[src/rtl/vec_inst_encoder.sv]
// Purpose : encodes vector micro-op requests into 32-bit RVV words, queues them in a DEPTH-entry FIFO.
// Latency : a legal request accepted at edge N is visible on vec_inst/inst_valid right after edge N.
// Backpr. : req_ready drops when the FIFO is full or a vsetvli is in flight; it never looks at inst_ready.
//
// Ports:
//   clk, reset_n (async active-low), flush (sync clear, beats push/pop)
//   req_*        : request handshake and fields (class 0=ARITH 1=CFG 2=LOAD 3=STORE)
//   inst_valid/inst_ready/vec_inst : downstream handshake, head of FIFO
//   err_valid    : one-cycle pulse after an illegal request was accepted and dropped
//   err_code     : 1=bad funct3, 2=bad width, 3=mew set; sticky until the next error
//   fifo_count   : occupancy 0..DEPTH
module vec_inst_encoder #(
  parameter int DEPTH = 4,
  parameter int PTR_W = 2
) (
  input  logic             clk,
  input  logic             reset_n,
  input  logic             flush,
  input  logic             req_valid,
  output logic             req_ready,
  input  logic [1:0]       req_class,
  input  logic [5:0]       req_funct6,
  input  logic             req_vm,
  input  logic [4:0]       req_vd,
  input  logic [4:0]       req_vs1,
  input  logic [4:0]       req_vs2,
  input  logic [2:0]       req_funct3,
  input  logic [10:0]      req_zimm,
  input  logic [2:0]       req_nf,
  input  logic             req_mew,
  input  logic [1:0]       req_mop,
  output logic             inst_valid,
  input  logic             inst_ready,
  output logic [31:0]      vec_inst,
  output logic             err_valid,
  output logic [1:0]       err_code,
  output logic [PTR_W:0]   fifo_count
);

  localparam logic [1:0] CLS_ARITH = 2'd0;
  localparam logic [1:0] CLS_CFG   = 2'd1;
  localparam logic [1:0] CLS_STORE = 2'd3;

  localparam logic [6:0] OP_V  = 7'h57;
  localparam logic [6:0] OP_LD = 7'h07;
  localparam logic [6:0] OP_ST = 7'h27;

  localparam logic [PTR_W:0] DEPTH_C = (PTR_W+1)'(DEPTH);
  localparam logic [PTR_W:0] ONE_C   = (PTR_W+1)'(1);

  typedef enum logic {
    ST_RUN,
    ST_CFG_WAIT
  } state_e;

  state_e           state_q, state_d;
  logic [31:0]      mem_q [DEPTH];
  logic [PTR_W-1:0] wr_ptr_q, rd_ptr_q;
  logic [PTR_W:0]   count_q, count_d;
  logic             err_valid_q, err_valid_d;
  logic [1:0]       err_code_q, err_code_d;

  logic [31:0]      enc_word;
  logic [1:0]       enc_err;
  logic             accept, push, pop;

  // Encoder: pure function of the request fields; enc_err==0 means legal.
  always_comb begin
    enc_word = 32'h0;
    enc_err  = 2'd0;
    case (req_class)
      CLS_ARITH: begin
        enc_word = {req_funct6, req_vm, req_vs2, req_vs1, req_funct3, req_vd, OP_V};
        if (!(req_funct3 inside {3'b000, 3'b010, 3'b011, 3'b100, 3'b110})) begin
          enc_err = 2'd1;
        end
      end
      CLS_CFG: begin
        enc_word = {1'b0, req_zimm, req_vs1, 3'b111, req_vd, OP_V};
      end
      default: begin
        // LOAD and STORE share a layout; only the opcode differs.
        enc_word = {req_nf, req_mew, req_mop, req_vm, req_vs2, req_vs1, req_funct3, req_vd,
                    (req_class == CLS_STORE) ? OP_ST : OP_LD};
        // A bad width is reported in preference to mew.
        if (!(req_funct3 inside {3'b000, 3'b101, 3'b110, 3'b111})) begin
          enc_err = 2'd2;
        end else if (req_mew) begin
          enc_err = 2'd3;
        end
      end
    endcase
  end

  // Handshake: ready comes only from registered state.
  assign req_ready = (count_q < DEPTH_C) && (state_q == ST_RUN);
  assign accept    = req_valid & req_ready & ~flush;
  assign push      = accept & (enc_err == 2'd0);
  assign pop       = (count_q != '0) & inst_ready & ~flush;

  // FSM next state. In CFG_WAIT nothing is pushed behind the vsetvli, so it is
  // always the tail; it leaves the FIFO when the last remaining entry pops.
  always_comb begin
    state_d = state_q;
    if (flush) begin
      state_d = ST_RUN;
    end else begin
      case (state_q)
        ST_RUN:      if (push && (req_class == CLS_CFG)) state_d = ST_CFG_WAIT;
        ST_CFG_WAIT: if (pop && (count_q == ONE_C)) state_d = ST_RUN;
        default:     state_d = ST_RUN;
      endcase
    end
  end

  always_comb begin
    count_d = count_q;
    if (flush) begin
      count_d = '0;
    end else if (push && !pop) begin
      count_d = count_q + ONE_C;
    end else if (pop && !push) begin
      count_d = count_q - ONE_C;
    end
  end

  always_comb begin
    err_valid_d = accept & (enc_err != 2'd0);
    err_code_d  = err_valid_d ? enc_err : err_code_q;
  end

  always_ff @(posedge clk or negedge reset_n) begin
    if (!reset_n) begin
      state_q     <= ST_RUN;
      wr_ptr_q    <= '0;
      rd_ptr_q    <= '0;
      count_q     <= '0;
      err_valid_q <= 1'b0;
      err_code_q  <= 2'd0;
      for (int i = 0; i < DEPTH; i++) begin
        mem_q[i] <= 32'h0;
      end
    end else begin
      state_q     <= state_d;
      count_q     <= count_d;
      err_valid_q <= err_valid_d;
      err_code_q  <= err_code_d;
      if (flush) begin
        wr_ptr_q <= '0;
        rd_ptr_q <= '0;
      end else begin
        if (push) begin
          mem_q[wr_ptr_q] <= enc_word;
          wr_ptr_q        <= wr_ptr_q + 1'b1;
        end
        if (pop) begin
          rd_ptr_q <= rd_ptr_q + 1'b1;
        end
      end
    end
  end

  // Head entry and count are both flops, so the output holds while stalled.
  assign vec_inst   = mem_q[rd_ptr_q];
  assign inst_valid = (count_q != '0);
  assign err_valid  = err_valid_q;
  assign err_code   = err_code_q;
  assign fifo_count = count_q;

endmodule

[config.mk]
export PLATFORM = sky130hd
export DESIGN_NAME = vec_inst_encoder
export DESIGN_NICKNAME = d
export VERILOG_FILES = /design/src/rtl/vec_inst_encoder.sv
export SDC_FILE = /design/constraint.sdc
export NUM_CORES = 1
export LEC_CHECK = 0
export CORE_MARGIN = 2
export CORE_UTILIZATION = 45
export DETAILED_ROUTE_END_ITERATION = 6
export HOLD_SLACK_MARGIN = 0.05
export PLACE_DENSITY = 0.79
export RECOVER_POWER = 100
export SLEW_MARGIN = 0
export SYNTH_ARGS = -nofsm -noshare
export SYNTH_HDL_FRONTEND = slang
export SYNTH_SLANG_ARGS = --single-unit
[constraint.sdc]
create_clock -name clk -period 1.9 [get_ports clk]
set_input_delay 0.57 -clock clk [delete_from_list [all_inputs] [get_ports clk]]
set_output_delay 0.57 -clock clk [all_outputs]
set_load 0.02 [all_outputs]
==> results of run 1 <==
-- cell type report --
class | instances | area share
flip-flops and latches | 123 | 0.366
multi-input cells | 303 | 0.307
repair buffers | 185 | 0.219
clock buffers | 19 | 0.0526
clock inverters | 13 | 0.0263
well taps | 172 | 0.0256
inverters | 8 | 0.00357
-- through the flow --
step           std cells  utilization  TNS, ns
2_1_floorplan        468            -    -5.69
3_3_place_gp         777        0.598   -75.76
3_5_place_dp         777        0.598   -82.59
4_1_cts              815        0.661   -14.03
5_1_grt              823        0.664   -32.86
6_report             823        0.664   -16.55
-- worst reg2reg max path, stage by stage (launching register included) --
cell	delay (ns)
dfrtp_2	0.43
clkbuf_2	0.15
nor4b_2	0.30
clkbuf_2	0.29
o211ai_2	0.17
clkbuf_1	0.24
mux2_4	0.35
-- synth_stat cells, types with 3 or more instances --
cell	count	area [um^2]
nor3_1	3	15.0
a21oi_1	8	40.0
o211ai_4	5	106
o21ai_0	70	350
inv_1	8	30.0
mux2_2	21	236
nor2_1	17	63.8
mux2_4	20	300
ha_1	8	100
mux4_2	28	631
dfrtp_1	123	3080
nand2_1	73	274
xnor2_1	4	35.0
clkbuf_1	12	45.0
buf_6	5	56.3
buf_4	5	37.5
mux2i_1	11	110
nand2b_1	5	31.3
buf_2	11	55.1
-- how the worst max path moves through the flow --
stage,from,end,slack [ns],cells after the start
3_5_place_dp,req_funct3[2],mem_q[88],-0.69,8
4_1_cts,rd_ptr_q[0],vec_inst[14],-0.54,4
6_report,rd_ptr_q[0],vec_inst[28],-0.52,4
2_1_floorplan,req_funct3[2],mem_q[47],-0.17,6
5_1_grt,rd_ptr_q[0],vec_inst[14],-0.57,4
3_3_place_gp,req_funct3[2],mem_q[11],-0.61,6
-- logic make-up after synthesis --
group,count (synthesis),share of synthesized area
AOI/OAI and AO/OA,99,0.108
xor gates and xnor gates,5,0.00748
adders and majority gates,8,0.0171
buffers and inverters,42,0.0389
DFF,123,0.526
muxes,80,0.218
other,1,0.000640
and+or+nand+nor,110,0.0840
-- flip-flops by register name (all words and copies together), names as in the netlist --
| register | flops |
|---|---|
| err_valid | 1 |
| mem_q | 112 |
| state_q | 1 |
| err_code | 2 |
| fifo_count | 3 |
| rd_ptr_q | 2 |
| wr_ptr_q | 2 |
-- where the power goes --
| part | switching (mW) | internal (mW) | total (mW) |
|---|---|---|---|
| Combinational | 2.08 | 2.73 | 4.80 |
| Clock | 1.16 | 2.48 | 3.64 |
| Sequential | 0.479 | 3.46 | 3.94 |
| Total | 3.71 | 8.67 | 12.4 |
-- layer usage --
layer / global-route usage / up-vias / part of all wire
li1: - / 2009 / -
met1: 0.282 / 2205 / 0.41
met2: 0.380 / 119 / 0.52
met3: 0.0625 / 17 / 0.048
met4: 0.0693 / 0 / 0.014
met5: 0 / - / 0
-- what timing repair did --
action	CTS	global route
buffers inserted	6	8
resized for setup	202	19
endpoints found under the setup margin	153	94
pin swaps	4	6
hold buffers	0	0
==> reports/qor.yml, run 1 <==
rsz0062_at_grt: "true"
p_leak_nw: 3.93
ant_nets: 0
die_h_um: 118
worst_slew_pin_slew_ns: 1.31
diodes: 0
synth.avg_cell_area_um2: 12.5
pre_cts_ws_ns: -0.690
htreeDepth: 4
cp_top_family: "multiplexers"
hold_ws_ns: 0.419
final_cell_mix: "120 x dfrtp_1, 73 x nand2_1, 69 x o21ai_0, 61 x buf_4, 41 x clkdlybuf4s50_1"
synth-edff-count: 0
crit_arrival_ns: 1.85
cts_max_path_buffers: 2
finalPower_mw: 12.4
violations: "setup timing"
multiInputGateArea_um2: 2580
min_period_ns: 2.42
post-route-drc-count: 0
overflow: 0
grtUsageTotal: 0.225
critical_path.max_stage_delay_ns: 0.53
reg2reg_slack_ns: -0.14
ir_drop_mv: 0.784
clock.fmax_mhz: 413
path_clk_slew_ns: 0.06
cts_tree: "done"
finalCritPeriodShare: 1.27
worstPathRequired_ns: 1.33
cp_common_cell: "buf_12"
viasPerCell: 5.29
finalSetupViolations: 89
end_kind: "primary output"
drt_pre_antenna_iters: 4
num_vias: 4350
antenna_found_initial: 0
syn2layout_area_growth_pct: 43.7
layout-drive-gt1-share: 0.381
placementRows: 41
finalWirelength_um: 14700
die_w_um: 118
syn-num-nets: 525
core_um2: 12700
design_area_um2: 8420
status: "finished with violations"
worst_slack_ns: -0.522
worst-setup-path-type: "reg2out"
design.die.area_um2: 13900
nets: 695
maxSlewHeadroom: 0.129
clk_latency_ns: 0.42
hpwl_um: 9930
port_buffers: 87
fillers: 906
clock-skew-final_ns: 0.00805
max-cap-violations: 0
finalHoldViolations: 0
drt_iter0_drc: 321
crit_slowest_cell: "mux4_2"
yosysUniqueCellTypes: 46
r2r-start: "fifo_count[2]"
slew_violations: 0
yosysWarnings: 0
grt_pass1_wl_um: 24700
synth-seq-area-share: 0.526
placed_area_um2: 7580
ys.flop_type: "dfrtp_1"
grt_start_max_net_pins: 71
first_global_vias: 4833
cp_max_fo: 6
gp_congestion: 0.830
netlist_area_um2: 5860
cts_sinks: 123
wl_per_cell_um: 17.9
worstPathCellList: "buf_12, buf_12, mux4_2, buf_6"
async_flop_share: 1.00
hold_class: "in2async"
regArea_um2: 3080
num_io_pins: 89
final_common_cell: "dfrtp_1"
r2r.worst_path.cells: 6
crit_buf_inv: 3
synthCells: 468
cts_root_buffer: "clkbuf_16"
ys_seq_elements: 123
power.density_nw_per_um2: 1470
cts_buffers: 17
r2r-end: "mem_q[10]"
start_kind: "flip-flop"
initial_utilization: 0.462
Power figures use the tool's default switching activity.
==> run 2: changes to the inputs <==
- clock period: 1.9 -> 2 ns (I/O delays scaled with it)
==> reports/qor.yml, run 2 (same netlist as run 1, synthesis figures left out) <==
drt_iter0_drc: 277  # -14%
gp_congestion: 0.874  # +5.4%
initial_utilization: 0.462  # unchanged
regMostFlops: "mem_q"
min_period_ns: 2.42
finalCritPeriodShare: 1.21
placedCellCount: 758  # -2.4%
r2r-end: "mem_q[87]"
max-cap-violations: 0  # unchanged
cts_buffers: 17  # unchanged
maxSlewHeadroom: 0.179  # +0.0507
grt_start_max_net_pins: 50  # -30%
hpwl_um: 9990  # +0.57%
critPathLaunch: "rd_ptr_q[0]"
multiInputGateArea_um2: 2560  # -1.1%
design.die.area_um2: 13900  # unchanged
postCtsHoldBufs: 0  # unchanged
ir_drop_mv: 0.757  # -3.4%
reg2reg_slack_ns: -0.11  # +0.03 ns
grt_pass1_wl_um: 25300  # +2.5%
r2r.worst_path.cells: 7  # +1
final_common_cell: "dfrtp_1"
placed_area_um2: 7540  # -0.56%
port_buffers: 87  # unchanged
worstPathRequired_ns: 1.40  # +0.07 ns
grtUsageTotal: 0.236  # +0.0103
finalHoldViolations: 0  # unchanged
finalSetupViolations: 133  # +49%
worst-setup-path-type: "reg2out"
hold_class: "in2async"
slew_violations: 0  # unchanged
clk_latency_ns: 0.40  # -0.02 ns
ant_nets: 0  # unchanged
violations: "setup timing"
cts_root_buffer: "clkbuf_16"
status: "finished with violations"
htreeDepth: 4  # unchanged
worst_slack_ns: -0.416  # +0.106 ns
nets: 679  # -2.3%
antenna_found_initial: 0  # unchanged
die_h_um: 118  # unchanged
p_leak_nw: 3.91  # -0.48%
pre_cts_ws_ns: -0.551  # +0.139 ns
finalPower_mw: 11.2  # -9.9%
crit_path_end: "vec_inst[14]"
power.density_nw_per_um2: 1340  # -8.8%
clock-skew-final_ns: 0.00668  # -0.00137 ns
largest_reg_flops: 112  # unchanged
viasPerCell: 5.48  # +3.6%
final_cell_mix: "121 x dfrtp_1, 73 x nand2_1, 69 x o21ai_0, 41 x clkdlybuf4s50_1, 36 x buf_4"
final_core_util: 0.657  # -0.00760
cts_sinks: 123  # unchanged
num_vias: 4420  # +1.6%
layout-drive-gt1-share: 0.362  # -0.0187
rsz0062_at_grt: "true"
wl_per_cell_um: 19.4  # +8.6%
first_global_vias: 4782  # -1.1%
worst_slew_pin_slew_ns: 1.23  # -0.0761 ns
cts_max_path_buffers: 2  # unchanged
core_um2: 12700  # unchanged
post-route-drc-count: 0  # unchanged
cp_max_fo: 4  # -2
num_io_pins: 89  # unchanged
placementRows: 41  # unchanged
finalWirelength_um: 15700  # +6.5%
diodes: 0  # unchanged
crit_arrival_ns: 1.82  # -0.03 ns
syn2layout_area_growth_pct: 42.1
overflow: 0  # unchanged
start_kind: "flip-flop"
drt_pre_antenna_iters: 5  # +1
clock.fmax_mhz: 414
die_w_um: 118  # unchanged
cts_tree: "done"
layoutNonFillerInstCount: 807  # -1.9%
design_area_um2: 8320  # -1.1%
path_clk_slew_ns: 0.05  # about the same
regArea_um2: 3080  # about the same
r2r-start: "state_q"
end_kind: "primary output"
fillers: 893  # -1.4%
## run 2: cell types whose count changed in the layout (fill, tap and decap cells not counted), sizes merged
cell           previous run  this run
buf                     117       101
bufinv                    6         3
clkbuf                   34        36
dlymetal6s2s              1         3
clkdlybuf4s15             2         1
clkinv                    6         5
clkinvlp                  1         2
dlygate4sd2               9         8
inv                       8         9
## run 2: through the flow
step / setup TNS [ns] / hold WS (ns)
after CTS: -10.91 / 0.239
final: -17.74 / 0.447
after floorplan: -1.94 / 0.304
after global placement: -61.07 / 0.444
after global routing: -29.41 / 0.506
after detailed placement: -66.38 / 0.455
## run 2: layer usage
metal	global-route usage	vias to the layer above	share of wire
li1	-	1975	-
met1	0.278	2234	0.39
met2	0.402	177	0.53
met3	0.0809	34	0.063
met4	0.0813	0	0.022
met5	0	-	0
## run 2: power by group
group | switching (mW) | internal (mW)
Clock | 1.09 | 2.02
Combinational | 1.96 | 2.32
Sequential | 0.480 | 3.29
## run 2: what timing repair did
item                       4_1_cts  5_1_grt
setup endpoints to repair      142       55
gates resized for setup        192       12
gates cloned                     3        0
pin swaps                        7        4
buffers inserted                11        5
## run 2: final cells by class
type,count,share of cell area
well taps,172,0.0259
inverters,8,0.00361
multi-input cells,303,0.307
flip-flops and latches,123,0.370
repair buffers,169,0.221
clock buffers,21,0.0553
clock inverters,11,0.0171
## run 2: worst min path at each step
| stage | startpoint | slack (ns) | end | depth (start not counted) |
|---|---|---|---|---|
| after floorplan | reset_n | 0.30 | err_code[0] | 0 |
| after global placement | mem_q[2] | 0.44 | mem_q[2] | 1 |
| after detailed placement | mem_q[34] | 0.46 | mem_q[34] | 1 |
| after CTS | reset_n | 0.24 | mem_q[105] | 1 |
| after global routing | mem_q[2] | 0.51 | mem_q[2] | 1 |
| final | reset_n | 0.45 | mem_q[105] | 1 |
## run 2: critical path, stage by stage, from the launching register on
cell and delay (ns):
dfrtp_2 0.42, buf_12 0.15, buf_12 0.13, buf_6 0.11, mux4_2 0.45, buf_6 0.15
